[src/rtl/bus_dig_display_pkg.sv]
// Shared constants for the eight-digit seven-segment display peripheral:
// word offsets inside the 16-byte window, CTRL field positions and reset value.
package bus_dig_display_pkg;

    // Word offsets (Bus_addr[3:2]) inside the peripheral window
    localparam logic [1:0] DIG_OFF_DATA = 2'd0;
    localparam logic [1:0] DIG_OFF_CTRL = 2'd1;
    localparam logic [1:0] DIG_OFF_STAT = 2'd2;

    // CTRL layout: [7:0] blank mask, [15:8] decimal-point mask, [16] enable
    localparam int          DIG_CTRL_W   = 17;
    localparam int          DIG_CTRL_EN  = 16;
    localparam logic [31:0] DIG_CTRL_RST = 32'h0001_0000;

    // Only the implemented CTRL bits are kept; the rest read back as zero
    function automatic logic [DIG_CTRL_W-1:0] ctrl_from_word(input logic [31:0] word);
        return word[DIG_CTRL_W-1:0];
    endfunction

endpackage

[src/rtl/bus_dig_display_seg7_hex_decode.sv]
// Hex digit to seven-segment pattern, active-low, bit order {G,F,E,D,C,B,A}.
module seg7_hex_decode (
    input  logic [3:0] hex_i,
    output logic [6:0] seg_o
);

    // Standard hex font, lowercase b and d so they differ from 8 and 0
    always_comb begin
        seg_o = 7'b1111111;
        case (hex_i)
            4'h0: seg_o = 7'b1000000;
            4'h1: seg_o = 7'b1111001;
            4'h2: seg_o = 7'b0100100;
            4'h3: seg_o = 7'b0110000;
            4'h4: seg_o = 7'b0011001;
            4'h5: seg_o = 7'b0010010;
            4'h6: seg_o = 7'b0000010;
            4'h7: seg_o = 7'b1111000;
            4'h8: seg_o = 7'b0000000;
            4'h9: seg_o = 7'b0010000;
            4'hA: seg_o = 7'b0001000;
            4'hB: seg_o = 7'b0000011;
            4'hC: seg_o = 7'b1000110;
            4'hD: seg_o = 7'b0100001;
            4'hE: seg_o = 7'b0000110;
            4'hF: seg_o = 7'b0001110;
            default: seg_o = 7'b1111111;
        endcase
    end

endmodule

[src/rtl/bus_dig_display.sv]
// Memory-mapped eight-digit common-anode display controller. Holds a 32-bit
// hex value plus a control word and scans one digit at a time onto
// registered, glitch-free active-low pads.
module bus_dig_display
    import bus_dig_display_pkg::*;
#(
    parameter int SCAN_DIV = 50000
) (
    input  logic        cpu_clk,
    input  logic        cpu_rst,
    input  logic        sel,
    input  logic [1:0]  addr,
    input  logic        wen,
    input  logic [31:0] wdata,
    output logic [31:0] rdata,
    output logic [7:0]  dig_en,
    output logic        DN_A,
    output logic        DN_B,
    output logic        DN_C,
    output logic        DN_D,
    output logic        DN_E,
    output logic        DN_F,
    output logic        DN_G,
    output logic        DN_DP
);

    localparam int DIV_W = (SCAN_DIV > 2) ? $clog2(SCAN_DIV) : 1;
    localparam logic [DIV_W-1:0] DIV_LAST = DIV_W'(SCAN_DIV - 1);

    logic [31:0]           data_q;
    logic [DIG_CTRL_W-1:0] ctrl_q;
    logic [DIV_W-1:0]      div_cnt_q;
    logic [DIV_W-1:0]      div_cnt_d;
    logic [2:0]            scan_idx_q;
    logic [2:0]            scan_idx_d;
    logic [7:0]            dig_en_q;
    logic [7:0]            dig_en_d;
    logic [6:0]            seg_q;
    logic [6:0]            seg_d;
    logic                  dp_q;
    logic                  dp_d;

    logic                  wr_data;
    logic                  wr_ctrl;
    logic                  digit_on;
    logic [3:0]            nibble;
    logic [6:0]            hex_seg;

    assign wr_data = sel && wen && (addr == DIG_OFF_DATA);
    assign wr_ctrl = sel && wen && (addr == DIG_OFF_CTRL);

    // Register file: whole-word writes, unmapped offsets ignore writes
    always_ff @(posedge cpu_clk or posedge cpu_rst) begin
        if (cpu_rst) begin
            data_q <= '0;
            ctrl_q <= ctrl_from_word(DIG_CTRL_RST);
        end else begin
            if (wr_data) data_q <= wdata;
            if (wr_ctrl) ctrl_q <= ctrl_from_word(wdata);
        end
    end

    // Combinational read mux; reads see the pre-write contents this cycle
    always_comb begin
        rdata = '0;
        if (sel) begin
            case (addr)
                DIG_OFF_DATA: rdata = data_q;
                DIG_OFF_CTRL: rdata = {{(32-DIG_CTRL_W){1'b0}}, ctrl_q};
                DIG_OFF_STAT: rdata = {29'd0, scan_idx_q};
                default:      rdata = '0;
            endcase
        end
    end

    // Refresh divider and scan index next state; the scan never stalls
    always_comb begin
        div_cnt_d  = div_cnt_q + 1'b1;
        scan_idx_d = scan_idx_q;
        if (div_cnt_q == DIV_LAST) begin
            div_cnt_d  = '0;
            scan_idx_d = scan_idx_q + 3'd1;
        end
    end

    // Divider and scan counter state
    always_ff @(posedge cpu_clk or posedge cpu_rst) begin
        if (cpu_rst) begin
            div_cnt_q  <= '0;
            scan_idx_q <= '0;
        end else begin
            div_cnt_q  <= div_cnt_d;
            scan_idx_q <= scan_idx_d;
        end
    end

    assign digit_on = ctrl_q[DIG_CTRL_EN] && !ctrl_q[scan_idx_q];
    assign nibble   = data_q[{scan_idx_q, 2'b00} +: 4];

    seg7_hex_decode u_decode (
        .hex_i (nibble),
        .seg_o (hex_seg)
    );

    // One active-low enable per digit, low only for the lit scan slot
    generate
        for (genvar gi = 0; gi < 8; gi++) begin : g_dig_en
            assign dig_en_d[gi] = !(digit_on && (scan_idx_q == 3'(gi)));
        end
    endgenerate

    assign seg_d = digit_on ? hex_seg : 7'b1111111;
    assign dp_d  = digit_on ? !ctrl_q[8 + 32'(scan_idx_q)] : 1'b1;

    // Pad registers: everything leaves the block from a flop, dark in reset
    always_ff @(posedge cpu_clk or posedge cpu_rst) begin
        if (cpu_rst) begin
            dig_en_q <= 8'hFF;
            seg_q    <= 7'b1111111;
            dp_q     <= 1'b1;
        end else begin
            dig_en_q <= dig_en_d;
            seg_q    <= seg_d;
            dp_q     <= dp_d;
        end
    end

    assign dig_en = dig_en_q;
    assign DN_A   = seg_q[0];
    assign DN_B   = seg_q[1];
    assign DN_C   = seg_q[2];
    assign DN_D   = seg_q[3];
    assign DN_E   = seg_q[4];
    assign DN_F   = seg_q[5];
    assign DN_G   = seg_q[6];
    assign DN_DP  = dp_q;

endmodule

[config.mk]
export PLATFORM = sky130hd
export DESIGN_NAME = bus_dig_display
export DESIGN_NICKNAME = d
export VERILOG_FILES = /design/src/rtl/bus_dig_display_pkg.sv /design/src/rtl/bus_dig_display_seg7_hex_decode.sv /design/src/rtl/bus_dig_display.sv
export SDC_FILE = /design/constraint.sdc
export NUM_CORES = 1
export LEC_CHECK = 0
export ABC_AREA = 1
export CAP_MARGIN = 10
export CELL_PAD_IN_SITES_DETAIL_PLACEMENT = 0
export CELL_PAD_IN_SITES_GLOBAL_PLACEMENT = 2
export CORE_UTILIZATION = 32
export DETAILED_ROUTE_END_ITERATION = 8
export PLACE_DENSITY = 0.82
export SETUP_SLACK_MARGIN = 0.4
export SLEW_MARGIN = 20
export SYNTH_ARGS = -nofsm -noshare
export SYNTH_HDL_FRONTEND = slang
export SYNTH_HIERARCHICAL = 1
export SYNTH_SLANG_ARGS = --single-unit
[constraint.sdc]
create_clock -name cpu_clk -period 5.3 [get_ports cpu_clk]
set_input_delay 0.53 -clock cpu_clk [delete_from_list [all_inputs] [get_ports cpu_clk]]
set_output_delay 0.53 -clock cpu_clk [all_outputs]
set_load 0.05 [all_outputs]
==> results.yml, run 1 <==
timing:
  rsz0062_at_grt: "false"
  maxSlewViolCount: 0
  min_period_ps: 3500
  worstMarginPinSlew_ps: 813
  skew_ps: 4.55
  tns_ps: 0
  hold_viol: 0
  finalSetupViolCount: 0
  fin_crit_sh: 0.660
  hold_ws_ps: 470
  fmax_ghz: 0.286
  maxSlewHeadroom: 0.458
grt:
  grt_antenna_before_repair: 0
  grt_pass1_wl_um: 19000
  busiest_layer: "met2"
  grt_pass1_vias: 3749
  met1_usage: 0.232
  grt_max_degree: 65
  met3_usage: 0.0282
  overflow: 0
  grtUsageTotal: 0.168
  use_met2: 0.263
detailed_routing:
  ant_nets: 0
  first_pass_iters: 4
  viasPerCell: 4.59
  vias: 3907
  first_iter_violations: 210
  drt-wirelength-per-cell_um: 13.6
  finalWirelength_um: 11600
  drc: 0
cells_and_area:
  area_delta_synth_final_pct: 26.6
  multi_input_area_um2: 1980
  regArea_um2: 2120
  nets: 720
  layout_commonest_cell: "nand2_1"
  insertedDiodeCount: 0
  nFillCells: 1433
  final_cell_mix: "nand2_1, clkdlybuf4s50_1, inv_1"
  drive_gt1_frac: 0.0804
run:
  cap_viol_max_count: 0
setup_path:
  worstSetupEndpointType: "primary output"
  critPathLaunchType: "primary input"
  cp.required_ps: 4770
  crit_fanout: 11
  reg2reg_from: "scan_idx_q[1]"
  crit_type: "in2out"
  cp.arrival_ps: 2970
  startpoint: "sel"
synthesis:
  synth_top_family_by_area: "simple AND/OR/NAND/NOR gates"
  synthMuxAreaShare: 0
  synth-xor-area-share: 0.0134
  ys_ff_latch: 84
  synth_cell_types: 29
  synthAdderAreaFrac: 0.0384
  syn_area_um2: 4570
  yosysWarnings: 6
  synth-compound-area-share: 0.121
  avgSynthCellArea_um2: 7.69
  synth_cells: 594
  synthSimpleGateAreaFrac: 0.261
  syn_nets: 646
  ys_seq_area_frac: 0.465
clock_network:
  clk_pin_slew_worst_paths_ps: 60
  cts.repair.resized: 0
  cts_buffers: 9
  cts_htree_levels: 3
  worstSkewPairLatency_ps: 340
  cts.sinks: 84
  ctsHoldBuffers: 0
  clock_path_buffers: 2
  cts_tree: "built"
  post-cts-setup-buffers: 0
  cts-root-buf: "clkbuf_16"
worst_hold_path:
  hp-start: "div_cnt_q[0]"
  hold_class: "reg2reg"
power:
  p_seq_frac: 0.433
  switching_share: 0.312
  leakage_nw: 2.77
  power_density_nw_per_um2: 316
  irDropWorstVdd_mv: 0.134
  intPower_mw: 1.26
  switchingPower_uw: 570
  pwr-share-clk: 0.337
  comb_power_share: 0.230
die:
  start_util: 0.329
  core_area_um2: 13900
  pin_count: 86
  die_w_um: 121
  rows: 43
  dieArea_um2: 14700
  die_h_um: 121
placed_design:
  gp_congestion: 0.780
  port_buffers: 85
  dpl.hpwl_um: 8210
status:
  status: "completed"
layer usage:
metal	wire, um	share of wire
met1	5620	0.49
met2	5210	0.45
met3	556	0.048
met4	172	0.015
met5	0	0
per-stage QoR:
step                 util  std cells  setup WS, ps  cell area, um^2  power (mW)
finish              0.416        852          1800             5780        1.83
global route        0.416        852          1650             5780        1.93
CTS                 0.416        852          1730             5780        1.86
detailed placement  0.396        837          1730             5490        1.23
global placement    0.396        837          1790             5490        1.22
floorplan               -        594          2630             4570        1.09
state kept, by name (all words and copies together), names as in the netlist:
register,flops
DN_DP,1
ctrl_q,17
data_q,32
dig_en,8
div_cnt_q,16
scan_idx_q,3
seg_q,7
power by group through the flow:
stage | sequential, mW | clock, mW | combinational (mW)
finish | 0.790 | 0.616 | 0.421
global route | 0.801 | 0.660 | 0.471
CTS | 0.790 | 0.640 | 0.428
detailed placement | 0.801 | 0 | 0.426
global placement | 0.799 | 0 | 0.425
floorplan | 0.831 | 0 | 0.257
synth_stat cells:
| library cell | number | area (um^2) |
|---|---|---|
| nand2_1 | 164 | 616 |
| inv_1 | 75 | 282 |
| dfrtp_1 | 67 | 1680 |
| nor2_1 | 64 | 240 |
| a21oi_1 | 39 | 195 |
| nand3_1 | 38 | 190 |
| o21ai_0 | 32 | 160 |
| o21ai_1 | 22 | 110 |
| dfstp_2 | 17 | 447 |
| ha_1 | 14 | 175 |
| buf_2 | 13 | 65.1 |
| o21ai_2 | 8 | 70.1 |
| buf_6 | 7 | 78.8 |
| nand4_1 | 7 | 43.8 |
| xor2_1 | 5 | 43.8 |
| buf_4 | 2 | 15.0 |
| clkbuf_1 | 2 | 7.51 |
| inv_2 | 2 | 7.51 |
| nand2_2 | 2 | 12.5 |
| nand3_4 | 2 | 35.0 |
| nor2_2 | 2 | 12.5 |
| nor2_4 | 2 | 22.5 |
| xnor2_1 | 2 | 17.5 |
| a21oi_2 | 1 | 8.76 |
| a31oi_1 | 1 | 6.26 |
| clkinv_1 | 1 | 3.75 |
| inv_4 | 1 | 6.26 |
| nand3_2 | 1 | 10.0 |
| nand3b_1 | 1 | 7.51 |
cells by family after synthesis:
kind of cell	after synthesis
AO/OA/AOI/OAI	103
XOR/XNOR	7
adder cells (fa/ha/maj)	14
buffers and inverters	103
flip-flops	84
AND/OR/NAND/NOR	283
path summary, 6_finish.rpt:
check / end / slack, ps / cells after the start
worst max-delay path: rdata[15] / 1800 / 4
worst min-delay path: div_cnt_q[0] / 470 / 1
worst max register to register: seg_q[3] / 2780 / 15
worst min register to register: div_cnt_q[0] / 470 / 1
max in group asynchronous: ctrl_q[9] / 3690 / 3
min in group asynchronous: div_cnt_q[13] / 500 / 2
worst max-delay path, stage by stage:
cell	delay [ps]
clkdlybuf4s50_1	790
clkinv_1	460
a21oi_1	330
clkdlybuf4s50_1	850
final cells by class:
cell class | instances | share of cell area
well taps | 180 | 0.0390
clock inverters | 3 | 0.00693
repair buffers | 87 | 0.150
multi-input cells | 407 | 0.342
clock buffers | 12 | 0.0427
inverters | 79 | 0.0520
flip-flops and latches | 84 | 0.367
Note: power is estimated with default switching activity, not from simulation.
==> inputs of run 2 (changes only) <==
--- a/config.mk
+++ b/config.mk
@@ -9,9 +9,9 @@
 export CAP_MARGIN = 10
 export CELL_PAD_IN_SITES_DETAIL_PLACEMENT = 0
 export CELL_PAD_IN_SITES_GLOBAL_PLACEMENT = 2
-export CORE_UTILIZATION = 32
+export CORE_UTILIZATION = 27
 export DETAILED_ROUTE_END_ITERATION = 8
-export PLACE_DENSITY = 0.82
+export PLACE_DENSITY = 0.73
 export SETUP_SLACK_MARGIN = 0.4
 export SLEW_MARGIN = 20
 export SYNTH_ARGS = -nofsm -noshare
==> constraint.sdc (replaced) <==
create_clock -name cpu_clk -period 2.95 [get_ports cpu_clk]
set_input_delay 0.295 -clock cpu_clk [delete_from_list [all_inputs] [get_ports cpu_clk]]
set_output_delay 0.295 -clock cpu_clk [all_outputs]
set_load 0.05 [all_outputs]
==> results.yml, run 2 (same netlist as run 1, synthesis figures left out) <==
placed_design:
  place_inst: 885
  dpl.hpwl_um: 9440
  gp_congestion: 0.812
  place_area_um2: 5780
  port_buffers: 85
power:
  finalPower_mw: 3.40
  power_density_nw_per_um2: 560
  leakage_nw: 2.94
  irDropWorstVdd_mv: 0.300
cells_and_area:
  nFillCells: 1750
  regArea_um2: 2120
  max_flop_register: "data_q"
  final_cells: 901
  final_cell_mix: "nand2_1, inv_1, dfrtp_1"
  multi_input_area_um2: 1980
  nets: 728
  largest_reg_flops: 32
  design_area_um2: 6080
  drive_gt1_frac: 0.138
  area_delta_synth_final_pct: 33.2
  insertedDiodeCount: 0
  top_regs: "data_q: 32 flops, ctrl_q: 17 flops, div_cnt_q: 16 flops"
  layout_commonest_cell: "nand2_1"
detailed_routing:
  routedLengthMet1_um: 6270
  vias: 3982
  finalWirelength_um: 12700
  first_pass_iters: 5
  dr_wl_met2_um: 5760
  ant_nets: 0
  wl_met3_um: 518
  drt-wirelength-per-cell_um: 14.1
  drc: 0
  viasPerCell: 4.42
  highest_layer: "met4"
  first_iter_violations: 264
timing:
  rsz0062_at_grt: "false"
  finalSetupViolCount: 0
  maxSlewViolCount: 0
  fin_crit_sh: 0.806
  tns_ps: 0
  worstMarginPinSlew_ps: 750
  hold_viol: 0
  skew_ps: 8.73
  maxSlewHeadroom: 0.500
  min_period_ps: 2380
  fmax_ghz: 0.420
grt:
  grtUsageTotal: 0.155
  overflow: 0
  grt_pass1_wl_um: 21100
  grt_pass1_vias: 3991
  grt_max_degree: 45
  grt_antenna_before_repair: 0
setup_path:
  crit_type: "in2out"
  worstSetupEndpointType: "primary output"
  cp.arrival_ps: 2080
  cp.required_ps: 2650
  reg2reg_from: "scan_idx_q[0]"
  r2r_end: "seg_q[3]"
  regToRegSetupSlack_ps: 700
  startpoint: "addr[1]"
  reg2reg_depth: 14
  cp-endpoint: "rdata[5]"
  critPathLaunchType: "primary input"
  crit_fanout: 15
die:
  start_util: 0.276
  pin_count: 86
  rows: 47
  die_h_um: 132
  die_w_um: 132
  core_area_um2: 16500
  dieArea_um2: 17400
clock_network:
  cts_buffers: 9
  ctsHoldBuffers: 0
  cts_tree: "built"
  worstSkewPairLatency_ps: 350
  clock_path_buffers: 2
  clk_pin_slew_worst_paths_ps: 70
  cts.sinks: 84
  cts.repair.resized: 0
  post-cts-setup-buffers: 0
  cts_htree_levels: 3
  cts-root-buf: "clkbuf_16"
worst_hold_path:
  hold_class: "in2async"
status:
  status: "completed"
run:
  cap_viol_max_count: 0
## run 2: report_power, final
part,total [mW],leakage [nW],internal (mW),switching (mW)
Combinational,0.816,1.78,0.301,0.514
Clock,1.16,0.147,0.702,0.461
Sequential,1.43,1.00,1.32,0.106
Total,3.40,2.94,2.32,1.08
## run 2: per-layer routing
metal	GRT usage	vias up
li1	-	2035
met1	0.215	1848
met2	0.238	88
met3	0.0319	11
met4	0.0536	0
met5	0	-
## run 2: layout make-up
type                            count  share of cell area
Clock buffer                       14              0.0434
Clock inverter                      2             0.00576
Inverter                           79              0.0494
Multi-Input combinational cell    407               0.325
Sequential cell                    84               0.349
Tap cell                          220              0.0452
Timing Repair Buffer               95               0.182
## run 2: stage by stage
stage                     utilization  hold slack [ps]  worst slack, ps
after floorplan                     -              421              518
after global placement          0.350              445              629
after detailed placement        0.350              454              585
after CTS                       0.368              411              578
after global routing            0.368              455              446
final                           0.368              387              572
## run 2: how the worst min path moves through the flow
stage | from | end | slack (ps)
6_report | cpu_rst | data_q[19] | 390
5_1_grt | cpu_rst | data_q[19] | 450
4_1_cts | cpu_rst | div_cnt_q[0] | 410
3_5_place_dp | div_cnt_q[0] | div_cnt_q[0] | 450
3_3_place_gp | div_cnt_q[0] | div_cnt_q[0] | 450
2_1_floorplan | wdata[16] | ctrl_q[16] | 420
## run 2: worst max-delay path, stage by stage
cell	delay (ps)
clkdlybuf4s50_1	550
nor2_4	440
nand2_2	140
o21ai_0	450
buf_12	200
==> inputs of run 3 (changes only) <==
==> constraint.sdc (replaced) <==
create_clock -name cpu_clk -period 2.1 [get_ports cpu_clk]
set_input_delay 0.21 -clock cpu_clk [delete_from_list [all_inputs] [get_ports cpu_clk]]
set_output_delay 0.21 -clock cpu_clk [all_outputs]
set_load 0.05 [all_outputs]
==> results.yml, run 3 (same netlist as run 1, synthesis figures left out) <==
status:
  status: "completed"
power:
  irDropWorstVdd_mv: 0.402
  p_seq_frac: 0.408
  pwr-share-clk: 0.312
  switchingPower_mw: 1.61
  switching_share: 0.326
  power_density_nw_per_um2: 718
  leakage_nw: 3.21
  comb_power_share: 0.280
  finalPower_mw: 4.93
  intPower_mw: 3.32
worst_hold_path:
  hold_class: "in2async"
cells_and_area:
  top_regs: "data_q: 32 flops, ctrl_q: 17 flops, div_cnt_q: 16 flops"
  insertedDiodeCount: 0
  regArea_um2: 2120
  design_area_um2: 6870
  nets: 761
  area_delta_synth_final_pct: 50.4
  nFillCells: 1647
  drive_gt1_frac: 0.258
  layout_commonest_cell: "nand2_1"
  final_cells: 933
  multi_input_area_um2: 2220
  max_flop_register: "data_q"
  final_util: 0.416
  largest_reg_flops: 32
  final_cell_mix: "nand2_1, inv_1, dfrtp_1"
die:
  core_area_um2: 16500
  die_w_um: 132
  pin_count: 86
  rows: 47
  start_util: 0.276
  dieArea_um2: 17400
  die_h_um: 132
timing:
  rsz0062_at_grt: "true"
  hold_viol: 0
  hold_ws_ps: 344
  fin_crit_sh: 0.890
  fin_ws_ps: 231
  worstMarginPinSlew_ps: 505
  maxSlewViolCount: 0
  maxSlewHeadroom: 0.664
  tns_ps: 0
  fmax_ghz: 0.535
  finalSetupViolCount: 0
  skew_ps: 10.1
  min_period_ps: 1870
placed_design:
  place_area_um2: 6090
  port_buffers: 85
  place_inst: 892
  dpl.hpwl_um: 9530
  post-place-ws_ps: 83.9
  gp_congestion: 0.821
setup_path:
  crit_type: "reg2reg"
  critPathLaunchType: "register"
  worstSetupEndpointType: "register"
  cp.required_ps: 2380
  regToRegSetupSlack_ps: 230
  cp.arrival_ps: 2150
  reg2reg_depth: 14
  crit_fanout: 7
clock_network:
  ctsHoldBuffers: 0
  cts_tree: "built"
  cts_buffers: 9
  worstSkewPairLatency_ps: 340
  cts-root-buf: "clkbuf_16"
  clock_path_buffers: 2
  cts.sinks: 84
  cts_htree_levels: 3
  clk_pin_slew_worst_paths_ps: 60
detailed_routing:
  vias: 4225
  drt-wirelength-per-cell_um: 14.2
  viasPerCell: 4.53
  finalWirelength_um: 13200
  drc: 0
  first_pass_iters: 4
  first_iter_violations: 183
  ant_nets: 0
grt:
  grt_pass1_vias: 4215
  grt_antenna_before_repair: 0
  grtUsageTotal: 0.160
  grt_pass1_wl_um: 21900
  grt_max_degree: 85
  overflow: 0
run:
  cap_viol_max_count: 0
## run 3: cell types whose count changed in the layout (fill, tap and decap cells not counted), sizes merged
cell | previous run | this run
clkbuf | 14 | 12
dlygate4sd2 | 0 | 18
clkdlybuf4s50 | 53 | 34
clkinvlp | 0 | 1
buf | 42 | 73
clkinv | 3 | 5
nand2 | 166 | 167
## run 3: area by class of cell
cell class,instances,area share
clock buffers,10,0.0333
clock inverters,5,0.00783
inverters,79,0.0472
multi-input cells,408,0.323
flip-flops and latches,84,0.309
well taps,220,0.0401
repair buffers,127,0.239
## run 3: routing by layer
metal  GRT usage  share of wire
met5           0              0
met2       0.246           0.45
met3      0.0281          0.048
met4      0.0562          0.013
met1       0.224           0.49
## run 3: path summary, 6_finish.rpt
check                              startpoint            end
worst max-delay path            scan_idx_q[0]       seg_q[6]
worst max register to register  scan_idx_q[0]       seg_q[6]
worst min register to register   div_cnt_q[0]   div_cnt_q[0]
max in group asynchronous             cpu_rst     ctrl_q[16]
worst min-delay path                  cpu_rst  div_cnt_q[10]
min in group cpu_clk                      sel      data_q[4]
## run 3: power groups by stage
stage                     registers, mW  logic [mW]  clock network (mW)
after floorplan                    2.10       0.672                   0
after global placement             2.04        1.23                   0
after detailed placement           2.04        1.24                   0
after CTS                          2.01        1.35                1.58
after global routing               2.04        1.51                1.65
final                              2.01        1.38                1.54
## run 3: repair_timing
action | CTS | global route
pin swaps | 15 | 11
resized for setup | 84 | 24
endpoints found under the setup margin | 66 | 37
buffers inserted | 21 | 1
cloned | 3 | 1
## run 3: worst max-delay path, stage by stage (launching register included)
cell and delay, ps:
dfrtp_2 450, buf_12 160, buf_8 140, o21ai_2 120, o21ai_1 70, nand2_1 90
nand2_2 110, buf_4 160, ha_4 160, nand2_4 70, o21ai_2 60, nand2_1 70
nand2_1 50, inv_1 50, nand2_1 50
